**config.mk**
```make
export PLATFORM = sky130hd
export DESIGN_NAME = chan_frame_serializer
export DESIGN_NICKNAME = d
export VERILOG_FILES = /design/src/rtl/chan_frame_serializer_pkg.sv /design/src/rtl/chan_frame_bank.sv /design/src/rtl/chan_frame_serializer.sv
export SDC_FILE = /design/constraint.sdc
export NUM_CORES = 1
export LEC_CHECK = 0
export BUFFER_PORTS_ARGS = -buffer_cell sky130_fd_sc_hd__buf_2
export CAP_MARGIN = 20
export CORE_MARGIN = 5
export CORE_UTILIZATION = 40
export DETAILED_ROUTE_END_ITERATION = 8
export MAX_ROUTING_LAYER = met4
export PLACE_DENSITY = 0.55
export SYNTH_ARGS = -nofsm -noshare
export SYNTH_HDL_FRONTEND = slang
export SYNTH_SLANG_ARGS = --single-unit
```
**constraint.sdc**
```tcl
create_clock -name clk -period 6.9 [get_ports clk]
set_input_delay 0 -clock clk [delete_from_list [all_inputs] [get_ports clk]]
set_output_delay 0 -clock clk [all_outputs]
set_load 0.01 [all_outputs]
```
**src/rtl/chan_frame_serializer_pkg.sv**
```systemverilog
// Shared definitions for the channel frame serializer: parameter defaults,
// control-FSM state encoding and an address-width helper.
package chan_frame_serializer_pkg;

    localparam int DEF_CHANNELS     = 32;
    localparam int DEF_CHANNELS_PW2 = 7;
    localparam int DEF_DATA_WIDTH   = 16;

    typedef enum logic {
        ST_IDLE   = 1'b0,
        ST_STREAM = 1'b1
    } state_t;

    // Bits needed to address n bank entries (at least one).
    function automatic int addr_bits(input int n);
        return (n > 1) ? $clog2(n) : 1;
    endfunction

endpackage

```
**src/rtl/chan_frame_bank.sv**
```systemverilog
// Ping-pong sample storage: two banks of CHANNELS samples, one synchronous
// write port and one asynchronous read port.
module chan_frame_bank
    import chan_frame_serializer_pkg::*;
#(
    parameter int CHANNELS   = DEF_CHANNELS,
    parameter int DATA_WIDTH = DEF_DATA_WIDTH,
    parameter int AW         = addr_bits(CHANNELS)
) (
    input  logic                  clk,
    input  logic                  wr_en,
    input  logic                  wr_bank,
    input  logic [AW-1:0]         wr_addr,
    input  logic [DATA_WIDTH-1:0] wr_data,
    input  logic                  rd_bank,
    input  logic [AW-1:0]         rd_addr,
    output logic [DATA_WIDTH-1:0] rd_data
);

    logic [DATA_WIDTH-1:0] mem [2][CHANNELS];

    // NOTE: storage has no reset so it maps onto plain RAM; unwritten entries read stale data.
    always_ff @(posedge clk) begin
        if (wr_en) begin
            mem[wr_bank][wr_addr] <= wr_data;
        end
    end

    assign rd_data = mem[rd_bank][rd_addr];

endmodule

```
**src/rtl/chan_frame_serializer.sv**
```systemverilog
// Collects one frame of randomly ordered channel samples into a ping-pong
// buffer and replays it in channel order on the valid/read sample stream.
module chan_frame_serializer
    import chan_frame_serializer_pkg::*;
#(
    parameter int CHANNELS     = DEF_CHANNELS,
    parameter int CHANNELS_PW2 = DEF_CHANNELS_PW2,
    parameter int DATA_WIDTH   = DEF_DATA_WIDTH
) (
    input  logic                    clk,
    input  logic                    reset,
    input  logic [DATA_WIDTH-1:0]   wr_sample,
    input  logic [CHANNELS_PW2-1:0] wr_num,
    input  logic                    wr_en,
    input  logic                    frame_done,
    output logic [DATA_WIDTH-1:0]   chan_out_sample,
    output logic [CHANNELS_PW2-1:0] chan_out_num,
    output logic                    chan_out_valid,
    input  logic                    chan_out_read,
    output logic                    overflow,
    input  logic                    clear_overflow,
    output logic                    busy
);

    localparam int AW = addr_bits(CHANNELS);
    localparam logic [CHANNELS_PW2-1:0] LAST_IDX  = CHANNELS_PW2'(CHANNELS - 1);
    localparam logic [CHANNELS_PW2:0]   NUM_LIMIT = (CHANNELS_PW2 + 1)'(CHANNELS);

    state_t                  state, state_n;
    logic                    wbank, wbank_n;
    logic                    rbank, rbank_n;
    logic                    pending, pending_n;
    logic [CHANNELS_PW2-1:0] idx, idx_n;
    logic                    valid_n;
    logic                    load;
    logic                    ovf_set;
    logic                    wr_ok;
    logic                    xfer;
    logic [DATA_WIDTH-1:0]   rd_data;
    logic [DATA_WIDTH-1:0]   load_data;

    chan_frame_bank #(
        .CHANNELS   (CHANNELS),
        .DATA_WIDTH (DATA_WIDTH),
        .AW         (AW)
    ) u_bank (
        .clk     (clk),
        .wr_en   (wr_ok),
        .wr_bank (wbank),
        .wr_addr (wr_num[AW-1:0]),
        .wr_data (wr_sample),
        .rd_bank (rbank_n),
        .rd_addr (idx_n[AW-1:0]),
        .rd_data (rd_data)
    );

    // NOTE: every signal gets a default before the case so no latch is inferred.
    always_comb begin
        state_n   = state;
        wbank_n   = wbank;
        rbank_n   = rbank;
        pending_n = pending;
        idx_n     = idx;
        valid_n   = chan_out_valid;
        load      = 1'b0;
        wr_ok     = wr_en && ({1'b0, wr_num} < NUM_LIMIT) && !pending;
        ovf_set   = wr_en && pending;
        xfer      = chan_out_valid && chan_out_read;

        case (state)
            ST_IDLE: begin
                if (frame_done) begin
                    rbank_n = wbank;
                    wbank_n = ~wbank;
                    idx_n   = '0;
                    valid_n = 1'b1;
                    load    = 1'b1;
                    state_n = ST_STREAM;
                end
            end
            ST_STREAM: begin
                if (xfer && idx == LAST_IDX) begin
                    if (pending) begin
                        // Swap without a bubble; a frame_done now closes the freed bank.
                        rbank_n   = wbank;
                        wbank_n   = rbank;
                        idx_n     = '0;
                        load      = 1'b1;
                        pending_n = frame_done;
                    end else if (frame_done) begin
                        rbank_n = wbank;
                        wbank_n = ~wbank;
                        idx_n   = '0;
                        load    = 1'b1;
                    end else begin
                        valid_n = 1'b0;
                        state_n = ST_IDLE;
                    end
                end else begin
                    if (xfer) begin
                        idx_n = idx + 1'b1;
                        load  = 1'b1;
                    end
                    if (frame_done) begin
                        if (pending) begin
                            ovf_set = 1'b1;
                        end else begin
                            pending_n = 1'b1;
                        end
                    end
                end
            end
            default: state_n = ST_IDLE;
        endcase

        // A sample written in the cycle its frame starts is not in the bank yet.
        if (wr_ok && wbank == rbank_n && wr_num == idx_n) begin
            load_data = wr_sample;
        end else begin
            load_data = rd_data;
        end
    end

    // NOTE: sequential state uses non-blocking assignments so all flops update together.
    always_ff @(posedge clk or negedge reset) begin
        if (!reset) begin
            state           <= ST_IDLE;
            wbank           <= 1'b0;
            rbank           <= 1'b0;
            pending         <= 1'b0;
            idx             <= '0;
            chan_out_valid  <= 1'b0;
            chan_out_sample <= '0;
            overflow        <= 1'b0;
        end else begin
            state          <= state_n;
            wbank          <= wbank_n;
            rbank          <= rbank_n;
            pending        <= pending_n;
            idx            <= idx_n;
            chan_out_valid <= valid_n;
            if (load) begin
                chan_out_sample <= load_data;
            end
            if (ovf_set) begin
                overflow <= 1'b1;
            end else if (clear_overflow) begin
                overflow <= 1'b0;
            end
        end
    end

    assign chan_out_num = idx;
    assign busy         = (state == ST_STREAM) || pending;

endmodule

```
==> results of run 1 <==
==> logic make-up after synthesis <==
group	synth area share (%)
DFF	74.7
and+or+nand+nor	7.73
AOI/OAI and AO/OA	9.71
muxes	5.38
buffers and inverters	2.36
xor gates and xnor gates	0.104
adders and majority gates	0.0297
==> power by group <==
part	internal (W)	switching, W
Sequential	0.00708	0.000140
Clock	0.00333	0.00243
Combinational	0.000899	0.00225
Total	0.0113	0.00482
==> per-stage QoR <==
step,instances,setup slack [ns],power (W),util (%)
after global routing,4441,1.34,0.0167,45.7
after global placement,4220,1.77,0.0104,42.1
after detailed placement,4222,1.81,0.0105,42.2
final,4442,1.45,0.0161,45.7
after CTS,4437,1.80,0.0162,45.7
after floorplan,2856,3.73,0.00908,-
==> sequential cells by signal (all words and copies together), names as in the netlist <==
register / cells
u_bank.mem: 1024
chan_out_sample: 16
chan_out_num: 7
chan_out_valid: 1
overflow: 1
pending: 1
rbank: 1
state: 1
wbank: 1
==> final timing paths <==
kind	to	cells after the start	slack (ns)	from
setup / recovery	chan_out_sample[8]	11	1.45	state
hold / removal	u_bank.mem[1][506]	2	0.02	wr_sample[10]
setup reg to reg	chan_out_sample[8]	11	1.45	state
hold reg to reg	chan_out_sample[13]	2	0.61	chan_out_sample[13]
max in group asynchronous	chan_out_sample[6]	4	6.17	reset
min in group asynchronous	chan_out_sample[8]	3	0.26	reset
==> per-layer routing <==
| layer | global-route usage (%) | up-vias | wire, um |
|---|---|---|---|
| met1 | 28.8 | 12900 | 50700 |
| li1 | - | 11200 | - |
| met2 | 30.7 | 986 | 52000 |
| met5 | - | - | 0 |
| met4 | 5.76 | 0 | 3070 |
| met3 | 4.09 | 161 | 8570 |
==> final cells by class <==
type / instances / share of cell area (%)
sequential: 1053 / 65.7
multi-input combinational: 1587 / 20.3
clock buffer: 125 / 5.77
tap: 1391 / 3.63
timing repair buffer: 175 / 2.72
clock inverter: 78 / 1.61
inverter: 28 / 0.240
antenna: 5 / 0.0261
==> placed cells by master, fill, tap and decap left out, types with 31 or more instances in the layout <==
cell type	n
mux2i_1	223
a21oi_1	124
a32oi_1	53
o22ai_1	49
nor2_1	192
o21ai_0	91
a22oi_1	31
a221oi_1	52
buf_4	102
clkbuf_16	108
edfxtp_1	1024
nand2_1	427
buf_2	54
nand3_1	75
==> critical path, cell delays in order (launching register included) <==
cell and delay [ns]:
dfrtp_1 0.64, inv_1 0.23, a22oi_1 0.82, and3_4 0.73, inv_8 0.39, buf_12 0.41, nand2_1 0.19, a32oi_1 0.11
a22oi_1 0.44, nand2_1 0.21, nor3_1 0.60, a221oi_2 0.12
==> flow_summary.yaml, run 1 <==
sta:
  hold_violations: 0
  tightest_slew_ns: 1.17
  grt_setup_unrepaired: "no"
  finalSetupViolCount: 0
  drv_slew: 0
  whs_ns: 0.0196
  period_needed_ns: 5.45
  finalClockSkew_ns: 0.0456
  min_period_over_period_pct: 79.0
  slew_headroom_pct: 22.0
  tns_ns: 0
  timing.fmax_mhz: 184
synth:
  synthArstFlopShare_pct: 2.75
  synthTopCellsByArea: "edfxtp_1 73%, mux2i_1 5.3%, nand2_1 3.8%"
  synthTopCellsByCount: "1024 x edfxtp_1, 427 x nand2_1, 223 x mux2i_1, 192 x nor2_1, 124 x a21oi_1"
  yosysUniqueCellTypes: 73
  synth_most_common_cell: "edfxtp_1"
  seq_area_frac_synth_pct: 74.7
  yosysWarnings: 0
  netlist_instances: 2856
  syn-num-nets: 2886
  synthFlopType: "edfxtp_1"
  yosys_register_bits: 1053
  synth_edf_count: 1024
  synth_top_area_share_pct: 73.0
  synth_area_um2: 42100
  syn_area_per_cell_um2: 14.8
  synth_top_area_cell: "edfxtp_1"
cts:
  clock_latency_ns: 0.69
  post_cts_resized: 0
  clockRootBuffer: "clkbuf_16"
  cts_sinks: 1053
  clock_path_buffers: 3
  cts_buffers: 107
  postCtsHoldBufs: 12
  htree_levels: 3
  cts_tree: "yes"
  post_cts_buffers: 0
  clk_pin_slew_ns: 0.06
power:
  power.leakage_nw: 16.1
  vdd_drop_max_mv: 0.305
  power_density_nw_per_um2: 337
grt:
  grt_first_pass_wirelength_mm: 166
  grt_antenna_before_repair: 5
  grt_pass1_vias: 24300
  overflow: 0
  grt_max_degree: 196
  grt_usage_pct: 20.5
setup_path:
  arrival_ns: 5.96
  cp_data_required_time_ns: 7.41
  cp-start-kind: "flop"
  worst-setup-path-type: "reg2reg"
  endpoint_kind: "flop"
  path_max_fanout: 166
cells_and_area:
  design_area_um2: 47900
  area_growth_syn_to_layout_pct: 13.8
  nets: 2982
  regArea_um2: 31500
  drive_gt1_share_pct: 11.6
  multiInputGateArea_um2: 9750
  fillerInstances: 9073
detailed_routing:
  routed_wl_mm: 114
  vias: 25300
  via_per_inst: 5.70
  firstDrtPassIters: 6
  drtIter0Drc: 2487
  drc: 0
  postRouteAntennaNets: 0
  wire_per_inst_um: 25.8
floorplan:
  initial_utilization_pct: 40.1
  die-area_um2: 112000
  core_area_um2: 105000
  ios: 55
  die_w_um: 335
  rows: 119
  die_y_um: 335
placed_design:
  dp_hpwl_mm: 64.8
  gp_congestion: 0.826
  portBuffers: 54
  placed_cell_area_um2: 44300
hold_path:
  hp-class: "in2reg"
run_status:
  status: "finished clean"
flow_run:
  cap_violations: 0
(Power assumes the default switching activity.)
==> inputs of run 2 (changes only) <==
Clock period 6.9 ns to 5.6 ns, I/O delays scaled along.
==> run 2 against run 1 <==
  * Utilization decreased by 0.064 points
  * Die area unchanged
  * Total power increased by 23%
  * Critical path type unchanged
  * Largest cell class unchanged
==> flow_summary.yaml, run 2 (synthesis gave the netlist of run 1 again) <==
sta:
  grt_setup_unrepaired: "no"
  timing.fmax_mhz: 194
  min_period_over_period_pct: 92.3
  tightest_slew_ns: 0.980
  drv_slew: 0
  layout_setup_ws_ns: 0.434
  tns_ns: 0
  finalSetupViolCount: 0
  finalClockSkew_ns: 0.0267
  period_needed_ns: 5.17
  hold_violations: 0
  slew_headroom_pct: 34.2
setup_path:
  r2r_cells: 11
  crit_path_max_incr_delay_ns: 0.78
  slowest_stage: "a22oi_1"
  critPathBufInv: 3
  worst-setup-path-type: "reg2reg"
  path_cells: "inv_1 > a22oi_1 > and3_4 > inv_8 > buf_4 > nand2_1 > a32oi_1 > a22oi_1 > nand2_1 > nor3_1 > a221oi_1"
  cp-start-kind: "flop"
  endpoint_kind: "flop"
  r2r_end: "chan_out_sample[12]"
  ff2ff_setup_slack_ns: 0.43
  r2r_start: "state"
  cp_data_required_time_ns: 6.13
  arrival_ns: 5.69
  critical-path-top-delay-family: "simple AND/OR/NAND/NOR gates"
  path_max_fanout: 114
power:
  vdd_drop_max_mv: 0.258
  power.leakage_nw: 16.1
  power_density_nw_per_um2: 414
  finalPower_w: 0.0198
grt:
  grt_antenna_before_repair: 1
  grt_pass1_vias: 24500
  met1_usage_pct: 30.4
  grt_usage_pct: 21.5
  overflow: 0
  met2_usage_pct: 33.5
  gr-usage-met3_pct: 2.84
  grt_first_pass_wirelength_mm: 174
  top_usage_layer: "met2"
  grt_max_degree: 115
floorplan:
  rows: 119
  die_w_um: 335
  die-area_um2: 112000
  die_y_um: 335
  initial_utilization_pct: 40.1
  ios: 55
  core_area_um2: 105000
cts:
  post_cts_buffers: 0
  clk_pin_slew_ns: 0.06
  cts_tree: "yes"
  postCtsHoldBufs: 9
  cts_sinks: 1053
  post_cts_resized: 0
  clock_latency_ns: 0.70
  clock_path_buffers: 3
  htree_levels: 3
  clockRootBuffer: "clkbuf_16"
  cts_buffers: 107
cells_and_area:
  design_area_um2: 47900
  top_register: "u_bank.mem"
  layout_commonest_cell: "edfxtp_1"
  drive_gt1_share_pct: 12.0
  nets: 2999
  largest_register_ffs: 1024
  area_growth_syn_to_layout_pct: 13.6
  final_cell_mix: "1024 x edfxtp_1, 427 x nand2_1, 223 x mux2i_1"
detailed_routing:
  postRouteAntennaNets: 0
  via_per_inst: 5.73
  routed_wl_mm: 120
  drc: 0
  wire_per_inst_um: 27.0
  drtIter0Drc: 2523
  vias: 25500
  firstDrtPassIters: 7
hold_path:
  hold_end: "u_bank.mem[0][73]"
  hp-class: "in2reg"
  hold_path.startpoint: "wr_sample[9]"
  min_path_cells: 2
placed_design:
  portBuffers: 54
  gp_congestion: 0.931
  placed_cell_area_um2: 44400
  pre_cts_ws_ns: 0.436
  dp_hpwl_mm: 69.6
run_status:
  status: "finished clean"
flow_run:
  cap_violations: 0
## run 2: cell types whose count changed in the layout (fill, tap and decap cells not counted), sizes merged, moves of 4 or more
cell | previous run | this run
bufinv | 12 | 8
clkbuf | 125 | 136
clkinv | 55 | 46
diode | 5 | 1
buf | 164 | 184
## run 2: where the power goes
group          internal, W  total (W)  switching, W
Sequential         0.00873    0.00892      0.000191
Clock              0.00392    0.00694       0.00301
Combinational      0.00113    0.00397       0.00284
## run 2: area by class of cell
type,count,area (um^2)
Multi-Input combinational cell,1587,9740
Tap cell,1391,1740
Clock buffer,136,2810
Inverter,28,115
Clock inverter,60,582
Antenna cell,1,2.50
Fill cell,9207,57100
Timing Repair Buffer,192,1410
Sequential cell,1053,31500
## run 2: worst register-to-register path, cell delays in order (launching register included)
cell and delay, ns:
dfrtp_1 0.64, inv_1 0.24, a22oi_1 0.78, and3_4 0.67
inv_8 0.33, buf_4 0.70, nand2_1 0.21, a32oi_1 0.11
a22oi_1 0.33, nand2_1 0.09, nor3_1 0.70, a221oi_1 0.19
## run 2: how the worst max path moves through the flow
stage,start,endpoint,cells past startpoint
2_1_floorplan,chan_out_num[1],chan_out_sample[10],11
3_3_place_gp,state,chan_out_sample[13],10
3_5_place_dp,state,chan_out_sample[12],11
4_1_cts,state,chan_out_sample[12],11
5_1_grt,state,chan_out_sample[12],11
6_report,state,chan_out_sample[12],11
## run 2: metrics by stage
step                util (%)  hold slack, ns  instances
floorplan                  -          -0.296       2856
finish                  45.6          0.0336       4448
global route            45.6          0.0378       4448
detailed placement      42.3           0.171       4241
global placement        42.3           0.180       4241
CTS                     45.6         0.00405       4446
## run 2: per-layer routing
layer	up-vias	part of all wire, %
met5	-	0
met4	0	2.4
met3	151	6.7
met2	983	47
met1	13100	44
li1	11300	-
